$ cat config.mk
export PLATFORM = sky130hd
export DESIGN_NAME = multicycle_ctrl
export DESIGN_NICKNAME = d
export VERILOG_FILES = /design/src/rtl/multicycle_ctrl.sv
export SDC_FILE = /design/constraint.sdc
export NUM_CORES = 1
export LEC_CHECK = 0
export CORE_ASPECT_RATIO = 2
export CORE_UTILIZATION = 46
export DETAILED_ROUTE_END_ITERATION = 6
export HOLD_SLACK_MARGIN = 0.1
export PLACE_DENSITY = 0.73
export SLEW_MARGIN = 20
export SYNTH_ARGS = -nofsm -noshare
export SYNTH_HDL_FRONTEND = slang
export SYNTH_SLANG_ARGS = --single-unit
$ cat constraint.sdc
create_clock -name CLK -period 5.1 [get_ports CLK]
set_clock_uncertainty 0.2 [all_clocks]
set_input_delay 1.53 -clock CLK [delete_from_list [all_inputs] [get_ports CLK]]
set_output_delay 1.53 -clock CLK [all_outputs]
set_load 0.03 [all_outputs]
$ cat src/rtl/multicycle_ctrl.sv
`default_nettype none
// multicycle_ctrl: sequences one instruction at a time through decode, execute,
// optional data-memory access and retire, driving registered datapath strobes.

package definitions;
  localparam logic [3:0] OP_ADD    = 4'h0;
  localparam logic [3:0] OP_SUB    = 4'h1;
  localparam logic [3:0] OP_AND    = 4'h2;
  localparam logic [3:0] OP_OR     = 4'h3;
  localparam logic [3:0] OP_BEQ    = 4'h4;
  localparam logic [3:0] OP_BNE    = 4'h5;
  localparam logic [3:0] OP_BGE    = 4'h6;
  localparam logic [3:0] OP_MOV    = 4'h7;
  localparam logic [3:0] OP_ASSIGN = 4'h8;
  localparam logic [3:0] OP_CLRSC  = 4'h9;
  localparam logic [3:0] OP_JMP    = 4'hA;
  localparam logic [3:0] OP_LW     = 4'hB;
  localparam logic [3:0] OP_SW     = 4'hC;
endpackage

module multicycle_ctrl
  import definitions::*;
#(
  parameter int IW          = 9,
  parameter int MEM_TIMEOUT = 15,
  parameter int CNT_W       = 16
) (
  input  logic             CLK,
  input  logic             Reset,
  input  logic [IW-1:0]    Instruction,
  input  logic             instr_valid,
  output logic             instr_ready,
  input  logic             ZERO,
  input  logic             BEVEN,
  input  logic             NEG,
  input  logic             mem_ack,
  output logic             mem_req,
  output logic             jump_en,
  output logic             pc_advance,
  output logic             sc_en,
  output logic             sc_clr,
  output logic             reg_exe,
  output logic             imm_exe,
  output logic             mem_to_reg,
  output logic             reg_to_mem,
  output logic             reg_to_acc,
  output logic             acc_to_reg,
  output logic             assign_val,
  output logic             err,
  output logic [CNT_W-1:0] retired
);

  typedef enum logic [2:0] {
    S_IDLE   = 3'd0,
    S_DECODE = 3'd1,
    S_EXEC   = 3'd2,
    S_MEM    = 3'd3,
    S_WB     = 3'd4,
    S_RETIRE = 3'd5,
    S_ERR    = 3'd6
  } state_t;

  typedef struct packed {
    logic instr_ready;
    logic mem_req;
    logic jump_en;
    logic pc_advance;
    logic sc_en;
    logic sc_clr;
    logic reg_exe;
    logic imm_exe;
    logic mem_to_reg;
    logic reg_to_mem;
    logic reg_to_acc;
    logic acc_to_reg;
    logic assign_val;
  } strb_t;

  localparam logic [7:0] TIMEOUT = 8'(MEM_TIMEOUT);

  state_t           state_q, state_d;
  logic [IW-1:0]    ir_q, ir_d;
  logic [7:0]       wait_q, wait_d;
  logic [CNT_W-1:0] retired_q, retired_d;
  strb_t            strb_q, strb_d;
  logic             err_q, err_d;
  logic [3:0]       op;
  logic             m;
  logic             taken;
  logic             unused_bits;

  assign op = ir_q[IW-1:IW-4];
  assign m  = ir_q[IW-5];
  // BEVEN and the operand field are consumed by the datapath, not by sequencing.
  assign unused_bits = ^{BEVEN, ir_q[IW-6:0]};

  // Strobes are computed for the state being entered, so each output is a
  // clean register that reflects the current state and IR.
  always_comb begin
    state_d   = state_q;
    ir_d      = ir_q;
    wait_d    = wait_q;
    retired_d = retired_q;
    err_d     = err_q;
    strb_d    = '0;
    taken     = 1'b0;
    case (state_q)
      S_IDLE: begin
        if (instr_valid) begin
          ir_d    = Instruction;
          state_d = S_DECODE;
        end else begin
          strb_d.instr_ready = 1'b1;
        end
      end
      S_DECODE: begin
        state_d = S_EXEC;
        case (op)
          OP_ADD, OP_SUB: begin
            strb_d.reg_exe = !m;
            strb_d.imm_exe = m;
            strb_d.sc_en   = 1'b1;
          end
          OP_AND, OP_OR, OP_BEQ, OP_BNE, OP_BGE: begin
            strb_d.reg_exe = !m;
            strb_d.imm_exe = m;
          end
          OP_MOV: begin
            strb_d.reg_to_acc = !m;
            strb_d.acc_to_reg = m;
          end
          OP_ASSIGN: strb_d.assign_val = 1'b1;
          OP_CLRSC:  strb_d.sc_clr     = 1'b1;
          default:   ;
        endcase
      end
      S_EXEC: begin
        case (op)
          OP_BEQ:  taken = ZERO;
          OP_BNE:  taken = !ZERO;
          OP_BGE:  taken = !NEG;
          OP_JMP:  taken = 1'b1;
          default: taken = 1'b0;
        endcase
        if (op == OP_LW || op == OP_SW) begin
          state_d           = S_MEM;
          wait_d            = '0;
          strb_d.mem_req    = 1'b1;
          strb_d.reg_to_mem = (op == OP_SW);
        end else begin
          state_d           = S_RETIRE;
          strb_d.jump_en    = taken;
          strb_d.pc_advance = !taken;
        end
      end
      S_MEM: begin
        if (mem_ack) begin
          if (op == OP_LW) begin
            state_d           = S_WB;
            strb_d.mem_to_reg = 1'b1;
          end else begin
            state_d           = S_RETIRE;
            strb_d.pc_advance = 1'b1;
          end
        end else if (wait_q + 8'd1 == TIMEOUT) begin
          state_d = S_ERR;
          err_d   = 1'b1;
        end else begin
          wait_d            = wait_q + 8'd1;
          strb_d.mem_req    = 1'b1;
          strb_d.reg_to_mem = (op == OP_SW);
        end
      end
      S_WB: begin
        state_d           = S_RETIRE;
        strb_d.pc_advance = 1'b1;
      end
      S_RETIRE: begin
        state_d            = S_IDLE;
        retired_d          = retired_q + 1'b1;
        strb_d.instr_ready = 1'b1;
      end
      S_ERR: begin
        err_d = 1'b1;
      end
      default: begin
        state_d            = S_IDLE;
        strb_d.instr_ready = 1'b1;
      end
    endcase
  end

  always_ff @(posedge CLK or negedge Reset) begin
    if (!Reset) begin
      state_q            <= S_IDLE;
      ir_q               <= '0;
      wait_q             <= '0;
      retired_q          <= '0;
      err_q              <= 1'b0;
      strb_q             <= '0;
      strb_q.instr_ready <= 1'b1;
    end else begin
      state_q   <= state_d;
      ir_q      <= ir_d;
      wait_q    <= wait_d;
      retired_q <= retired_d;
      err_q     <= err_d;
      strb_q    <= strb_d;
    end
  end

  assign instr_ready = strb_q.instr_ready;
  assign mem_req     = strb_q.mem_req;
  assign jump_en     = strb_q.jump_en;
  assign pc_advance  = strb_q.pc_advance;
  assign sc_en       = strb_q.sc_en;
  assign sc_clr      = strb_q.sc_clr;
  assign reg_exe     = strb_q.reg_exe;
  assign imm_exe     = strb_q.imm_exe;
  assign mem_to_reg  = strb_q.mem_to_reg;
  assign reg_to_mem  = strb_q.reg_to_mem;
  assign reg_to_acc  = strb_q.reg_to_acc;
  assign acc_to_reg  = strb_q.acc_to_reg;
  assign assign_val  = strb_q.assign_val;
  assign err         = err_q;
  assign retired     = retired_q;

endmodule

`default_nettype wire

# --- Yosys cells after proc, flatten, opt, wreduce, memory -nomap -nowiden ---
# Index checks and enable logic that the tools add are counted.
word_totals:
  output_inout_bits: 30
  wordCells: 102
  in_bits: 16
  register_bits: 50
classes:
  n_eq_ne: 25
  bitwise: 1
  n_mux: 40
  addsub: 2
  n_reduce_logical: 16
op_table:
  columns: ["cell", "count"]
  rows:
  - ["2-to-1 mux 8 bit", 3]
  - ["equality test 4 bit (second input constant)", 5]
  - ["2-to-1 mux 1 bit", 20]
  - ["case mux 3 bit (6 select lines)", 1]
  - ["adder 16 x 1 -> 16 bit (second input constant)", 1]
  - ["equality test 4 x 3 -> 1 bit (second input constant)", 4]
  - ["case mux 8 bit (2 select lines)", 1]
  - ["2-to-1 mux 3 bit", 5]
  - ["inequality test 2 bit (second input constant)", 5]
  - ["equality test 3 bit (second input constant)", 3]
  - ["adder 8 x 1 -> 8 bit (second input constant)", 1]
  - ["equality test 4 x 2 -> 1 bit (second input constant)", 2]
  - ["equality test 8 x 4 -> 1 bit (second input constant)", 1]
  - ["case mux 1 bit (2 select lines)", 4]
  - ["OR reduction 7 bit", 1]
  - ["equality test 3 x 2 -> 1 bit (second input constant)", 2]
  - ["2-to-1 mux 2 bit", 3]
  - ["AND reduction 3 bit", 2]
  - ["OR reduction 5 bit", 1]
  - ["equality test 4 x 1 -> 1 bit (second input constant)", 1]
  - ["zero test 1 bit", 4]
  - ["zero test 4 bit", 1]
  - ["2-to-1 mux 4 bit", 1]
  - ["case mux 1 bit (4 select lines)", 1]
  - ["other kinds (10)", 11]

# --- Logic depth before layout (Yosys ltp) ---
# Gate-level depths: netlist (run 1).
depth:
  word_depth: 6
  depth_mapped: 7
  ltp_nobuf: 6

# --- Worst setup path after synthesis (run 1) ---
# OpenSTA, ideal clock, no wires.
synth_timing:
  kind: "input to register"
  from: "input port mem_ack"
  to: "register strb_q (netlist bit reg_to_mem)"
  required_time_ns: 4.775
  slack_ns: 2.511
  t_arrival_ns: 2.264
  path_stages: 3
  cell_sequence: "nor2_1 -> o21ai_4 -> a2111oi_0"
synth_rtl:
  columns: ["element", "line_no", "source"]
  rows:
  - ["start: declaration", "36", "input logic mem_ack,"]
  - ["end signal: assignment", "208", "strb_q <= strb_d;"]
  - ["end: declaration", "85", "strb_t strb_q, strb_d;"]

# --- Worst setup path in the final report (run 1) ---
layout_timing:
  from: "register, netlist name instr_ready"
  to: "output port instr_ready"
layout_rtl:
  columns: ["element", "line_no", "source"]
  rows:
  - ["end: declaration", "32", "output logic instr_ready,"]
# No word-level cell between the ends.

==> metrics, run 1 <==
P&R area growth vs syn=24.8%; commonest non-fill, non-tap cells in the layout=dfrtp_1, clkdlybuf4s50_1, nand2_1, nor2_1, xnor2_1; delay-heaviest family, CP=buffers and inverters; Fin. Hold Viols=0; WL final=4.20 mm; Yosys warnings=0; DP Wirelength=a little over 3 mm; GRT overflow=0; port buffer count=40; initial antenna violation count=0; Worst path slowest cell=clkdlybuf4s50_1; max reg flops=16; Synthesized Nets=218; CTS tree=done; min-delay worst type=reg2reg; Cells after DPL=roughly 290; crit end category=primary output; fillers=398; RePlAce Congestion=roughly 0.84; Cells after Synth=just under 200; Most used DFF post-synth=dfrtp_1; RSZ-0062 raised after global routing=no; row count=35; Pwr Total=1.30 mW; Yosys reg bits=46; result of the run=completed; die span in x=50.5 microns; Final Non-Filler Cells=294; maxcap violations=0; GRT Total Usage=19.2%; diode count=0; boundary pin count=46; DR pass1 iterations=4; ys async rst share=between 90% and 100%; Max stage delay on crit path=0.65 ns; Synth area leader=dfrtp_1; wire length per cell=roughly 14 microns; leakage power=1.17 nW; most common cell after layout, fill and taps aside=dfrtp_1; top fanout value on the critical path=1; CTS Buffer Depth=2; Worst VDD drop=0.304 mV; Least-Margin Pin Slew=0.571 ns; CTS Hold Bufs=0; clk slew on worst S/H paths=0.09 ns; crit path kind=reg2out; TNS Setup=0 ns; Post-DRT Antenna Nets=0; register area=1150 sq um; critical path arrival=1.46 ns; Multi-input gate area=roughly 940 sq um; Synth area leaders=dfrtp_1, xnor2_1, nand2_1; share of layout cells above drive strength 1=7.95%; DRC viols=0; root buffer cell=clkbuf_8; Vias/cell=roughly 5.6; Vert. Die Dim=99.0 microns; synthesized area per cell=10.9 sq um; power density over the cells=483 nW/um^2; CTS buffer count=5; core area=4550 sq um; Final Hold Slack=0.273 ns; Unique masters post-synth=46; clk sinks=46; Final Max Tran Viols=0; final net count=257; area share of the largest cell type after synthesis=a little over half; DRT iter0 DRCs=33; crit share post-route=62.5%; Netlist Area Pre-Place=2160 sq um; fmax=approximately 310 MHz; endpoints failing setup=0; Initial Utilization=47.5%; crit path cell chain=clkdlybuf4s50_1; register area share after synthesis=a little over half; via count=1645; Critical Path Source Type=register; # H-tree levels=2; first-pass GRT wire length=7.21 mm; CTS resizes=0; Buf/Inv on CP=1; vias in the first global route=1623; number of enable flip-flop cells after synthesis=0; largest net degree at the start of global routing=47; Die Footprint=4990 sq um; Tmin final=about 3.2 ns; required time worst endpoint=3.37 ns; post-CTS setup buffers=0; clock latency on the worst-skew pair=around 0.30 ns; Slew HR=a little over 60%
[worst paths after layout]
kind | start | end | slack (ns) | cells past startpoint
hold / removal | retired[15] | retired[15] | 0.27 | 1
setup / recovery | instr_ready | instr_ready | 1.91 | 1
setup reg to reg | state_q[2] | wait_q[6] | 2.78 | 5
hold reg to reg | retired[15] | retired[15] | 0.27 | 1
min in group asynchronous | Reset | reg_exe | 1.02 | 1
max in group asynchronous | Reset | instr_ready | 3.27 | 1
[per-layer routing]
metal	up-vias	GRT usage [%]	part of all wire (%)
li1	779	-	-
met1	820	20.4	39
met2	37	35.1	56
met3	9	3.55	2.6
met4	0	8.76	2.5
met5	-	0	0
[cells in the mapped netlist (all sizes together) (2+ instances only)]
| master | number |
|---|---|
| nand4 | 3 |
| o31ai | 4 |
| nor3b | 2 |
| a31oi | 2 |
| and3 | 7 |
| mux2i | 4 |
| xnor2 | 12 |
| dfrtp | 45 |
| and3b | 2 |
| o211ai | 2 |
| nor4 | 2 |
| nor3 | 5 |
| and4 | 3 |
| or3b | 2 |
| nand2 | 17 |
| buf | 3 |
| clkbuf | 5 |
| inv | 7 |
| nand3b | 3 |
| nand2b | 3 |
| ha | 3 |
| xor2 | 6 |
| or3 | 2 |
| a21oi | 4 |
| nand3 | 10 |
| nor2 | 12 |
| mux2 | 5 |
| or2b | 2 |
| o21ai | 8 |
[metrics by stage]
| stage | utilization, % | area [sq um] | setup WS (ns) |
|---|---|---|---|
| 2_1_floorplan | - | 2160 | 2.51 |
| 3_3_place_gp | 56.8 | 2590 | 1.75 |
| 3_5_place_dp | 56.8 | 2590 | 1.85 |
| 4_1_cts | 59.2 | 2700 | 1.90 |
| 5_1_grt | 59.3 | 2700 | 1.87 |
| 6_report | 59.3 | 2700 | 1.91 |
[cells by family after synthesis]
kind of cell               after synthesis  synth area share (%)
xor gates and xnor gates                18                  7.29
buffers and inverters                   15                  3.07
AOI/OAI and AO/OA                       30                  10.1
and+or+nand+nor                         78                  20.0
muxes                                    9                  4.46
adders and majority gates                3                  1.74
DFF                                     46                  53.3
[power breakdown]
part	internal (mW)	total, mW	switching (mW)
clock	0.146	0.266	0.120
sequential	0.458	0.594	0.135
combinational	0.207	0.443	0.236
total	0.811	1.30	0.492
[area by class of cell]
cell class / instances / area share (%)
clock inverters: 2 / 1.39
inverters: 7 / 0.974
clock buffers: 6 / 2.69
repair buffers: 40 / 14.7
well taps: 55 / 2.55
flip-flops and latches: 46 / 42.7
multi-input cells: 138 / 35.0
Note: power is estimated with default switching activity, not from simulation.
==> run 2: changes to the inputs <==
Settings changed: CORE_UTILIZATION 46 to 45, PLACE_DENSITY 0.73 to 0.75.
Clock period 5.1 ns to 2.8 ns, I/O delays scaled along.
==> run 2 against run 1 <==
  * First-iteration DRC count is 39% lower
  * Clock power is 56% higher
  * Design area is 0.32% higher
  * Combinational power is 96% higher
  * Sequential power is 77% higher
  * Register-to-register slack worse by 2.3 ns
  * Clock-buffer cell count is 1 higher
  * Non-clock buffer count is 4 higher
  * Flip-flop and latch count stayed put
  * Worst setup slack worse by 1.6 ns
  * Power is 79% higher
  * Critical endpoint unchanged
  * Largest cell class unchanged
  * Largest power group unchanged
  * Highest routed layer unchanged
==> metrics, run 2 (same netlist as run 1, synthesis figures left out) <==
result of the run=completed (unchanged); CTS buffer count=5 (unchanged); crit share post-route=89.6%; boundary pin count=46 (unchanged); root buffer cell=clkbuf_8 (unchanged); Logic pwr share=37.3% (was 34.0%); post-CTS setup buffers=0 (unchanged); clk sinks=46 (unchanged); WL final=4.34 mm (was 4.20 mm); CTS Hold Bufs=0 (unchanged); sw frac=38.5% (was 37.7%); clk slew on worst S/H paths=0.08 ns (was 0.09 ns); Vias/cell=5.50 (was 5.60); Routed met1 length=1.63 mm (was 1.62 mm); DR pass1 iterations=4 (unchanged); Reg2Reg Launch Point=state_q[1] (was state_q[2]); min-delay worst type=reg2reg (unchanged); commonest non-fill, non-tap cells in the layout=dfrtp_1, clkdlybuf4s50_1, nand2_1, nor2_1, xnor2_1 (unchanged); crit end category=primary output (unchanged); power density over the cells=861 nW/um^2 (was 483 nW/um^2); most common cell after layout, fill and taps aside=dfrtp_1 (unchanged); RSZ-0062 raised after global routing=no (unchanged); RePlAce Congestion=0.815 (was 0.841); Final Non-Filler Cells=298 (was 294); GRT overflow=0 (unchanged); wire length per cell=14.6 microns (was 14.3 microns); final net count=261 (was 257); top layer in use=met4 (unchanged); CTS tree=done (unchanged); Initial Utilization=47.0% (was 47.5%); required time worst endpoint=1.76 ns (was 3.37 ns); clock latency on the worst-skew pair=0.29 ns (was 0.30 ns); Multi-input gate area=943 sq um (unchanged); Worst VDD drop=0.506 mV (was 0.304 mV); # H-tree levels=2 (unchanged); Slew HR=62.2% (was 61.9%); Final Max Tran Viols=0 (unchanged); endpoints failing setup=0 (unchanged); delay-heaviest family, CP=buffers and inverters (unchanged); diode count=0 (unchanged); Post-DRT Antenna Nets=0 (unchanged); start point of the critical path=instr_ready (unchanged); CTS resizes=0 (unchanged); Internal=1.43 mW (was 0.811 mW); P_sw=0.897 mW (was 0.492 mW); TNS Setup=0 ns (unchanged); met2 WL=2.49 mm (was 2.36 mm); final std cell area, no fill=2710 sq um (was 2700 sq um); Cells after DPL=290 (was 286); placed inst area=2620 sq um (was 2590 sq um); largest net degree at the start of global routing=47 (unchanged); Pwr Total=2.33 mW (was 1.30 mW); Worst path slowest cell=clkdlybuf4s50_1 (unchanged); Least-Margin Pin Slew=0.568 ns (was 0.571 ns); fillers=427 (was 398); leakage power=1.18 nW (was 1.17 nW); initial antenna violation count=0 (unchanged); DRC viols=0 (unchanged); row count=35 (unchanged); Sequential Power Share=44.9% (was 45.6%); via count=1639 (was 1645); Die Footprint=5100 sq um (was 4990 sq um); hold_sp=retired[15] (unchanged); core area=4600 sq um (was 4550 sq um); Vert. Die Dim=100 microns (was 99.0 microns); Fin. Hold Viols=0 (unchanged); vias in the first global route=1606 (was 1623); Max stage delay on crit path=0.65 ns (about the same); port buffer count=40 (unchanged); Buf/Inv on CP=1 (unchanged); top fanout value on the critical path=1 (unchanged); register area=1150 sq um (unchanged); Tmin final=2.51 ns; crit path kind=reg2out (unchanged); DR WL met3=93 microns (was 111 microns); GRT Total Usage=19.4% (was 19.2%); P&R area growth vs syn=25.2% (was 24.8%); DRT iter0 DRCs=20 (was 33); Clk pwr share=17.8% (was 20.4%); crit path cell chain=clkdlybuf4s50_1 (unchanged); maxcap violations=0 (unchanged); die span in x=51.0 microns (was 50.5 microns); max reg flops=16 (unchanged); critical path arrival=1.47 ns (was 1.46 ns); CTS Buffer Depth=2 (unchanged); first-pass GRT wire length=7.30 mm (was 7.21 mm); fmax=between 300 and 400 MHz; share of layout cells above drive strength 1=9.47% (was 7.95%); Critical Path Source Type=register (unchanged); DP Wirelength=3.18 mm (was 3.07 mm)
run 2: through the flow:
step	worst slack, ns	hold WS [ns]	utilization, %
2_1_floorplan	0.777	0.263	-
6_report	0.291	0.269	58.9
5_1_grt	0.259	0.311	58.9
4_1_cts	0.278	0.277	58.9
3_5_place_dp	0.356	0.261	56.9
3_3_place_gp	0.392	0.259	56.9
run 2: power by group through the flow:
stage / registers, mW / clock network, mW / logic (mW)
after floorplan: 1.10 / 0 / 0.547
after global placement: 1.05 / 0 / 0.855
after detailed placement: 1.06 / 0 / 0.870
after CTS: 1.05 / 0.426 / 0.881
after global routing: 1.08 / 0.448 / 0.952
final: 1.05 / 0.414 / 0.870
run 2: final cells by class:
cell class / instances / share of cell area, %
Inverter: 7 / 0.970
Clock buffer: 7 / 3.19
Clock inverter: 1 / 0.185
Timing Repair Buffer: 44 / 15.7
Tap cell: 55 / 2.54
Multi-Input combinational cell: 138 / 34.8
Sequential cell: 46 / 42.6
run 2: worst paths after layout:
kind	end	depth (start not counted)	slack (ns)
hold / removal	retired[15]	1	0.27
min in group asynchronous	ir_q[5]	2	0.42
setup / recovery	instr_ready	1	0.29
setup reg to reg	wait_q[6]	5	0.50
max in group asynchronous	jump_en	2	1.59
hold reg to reg	retired[15]	1	0.27
run 2: routing by layer:
layer	up-vias	GRT usage, %
li1	793	-
met1	799	19.6
met2	38	35.8
met3	9	2.73
met4	0	11.3
met5	-	0
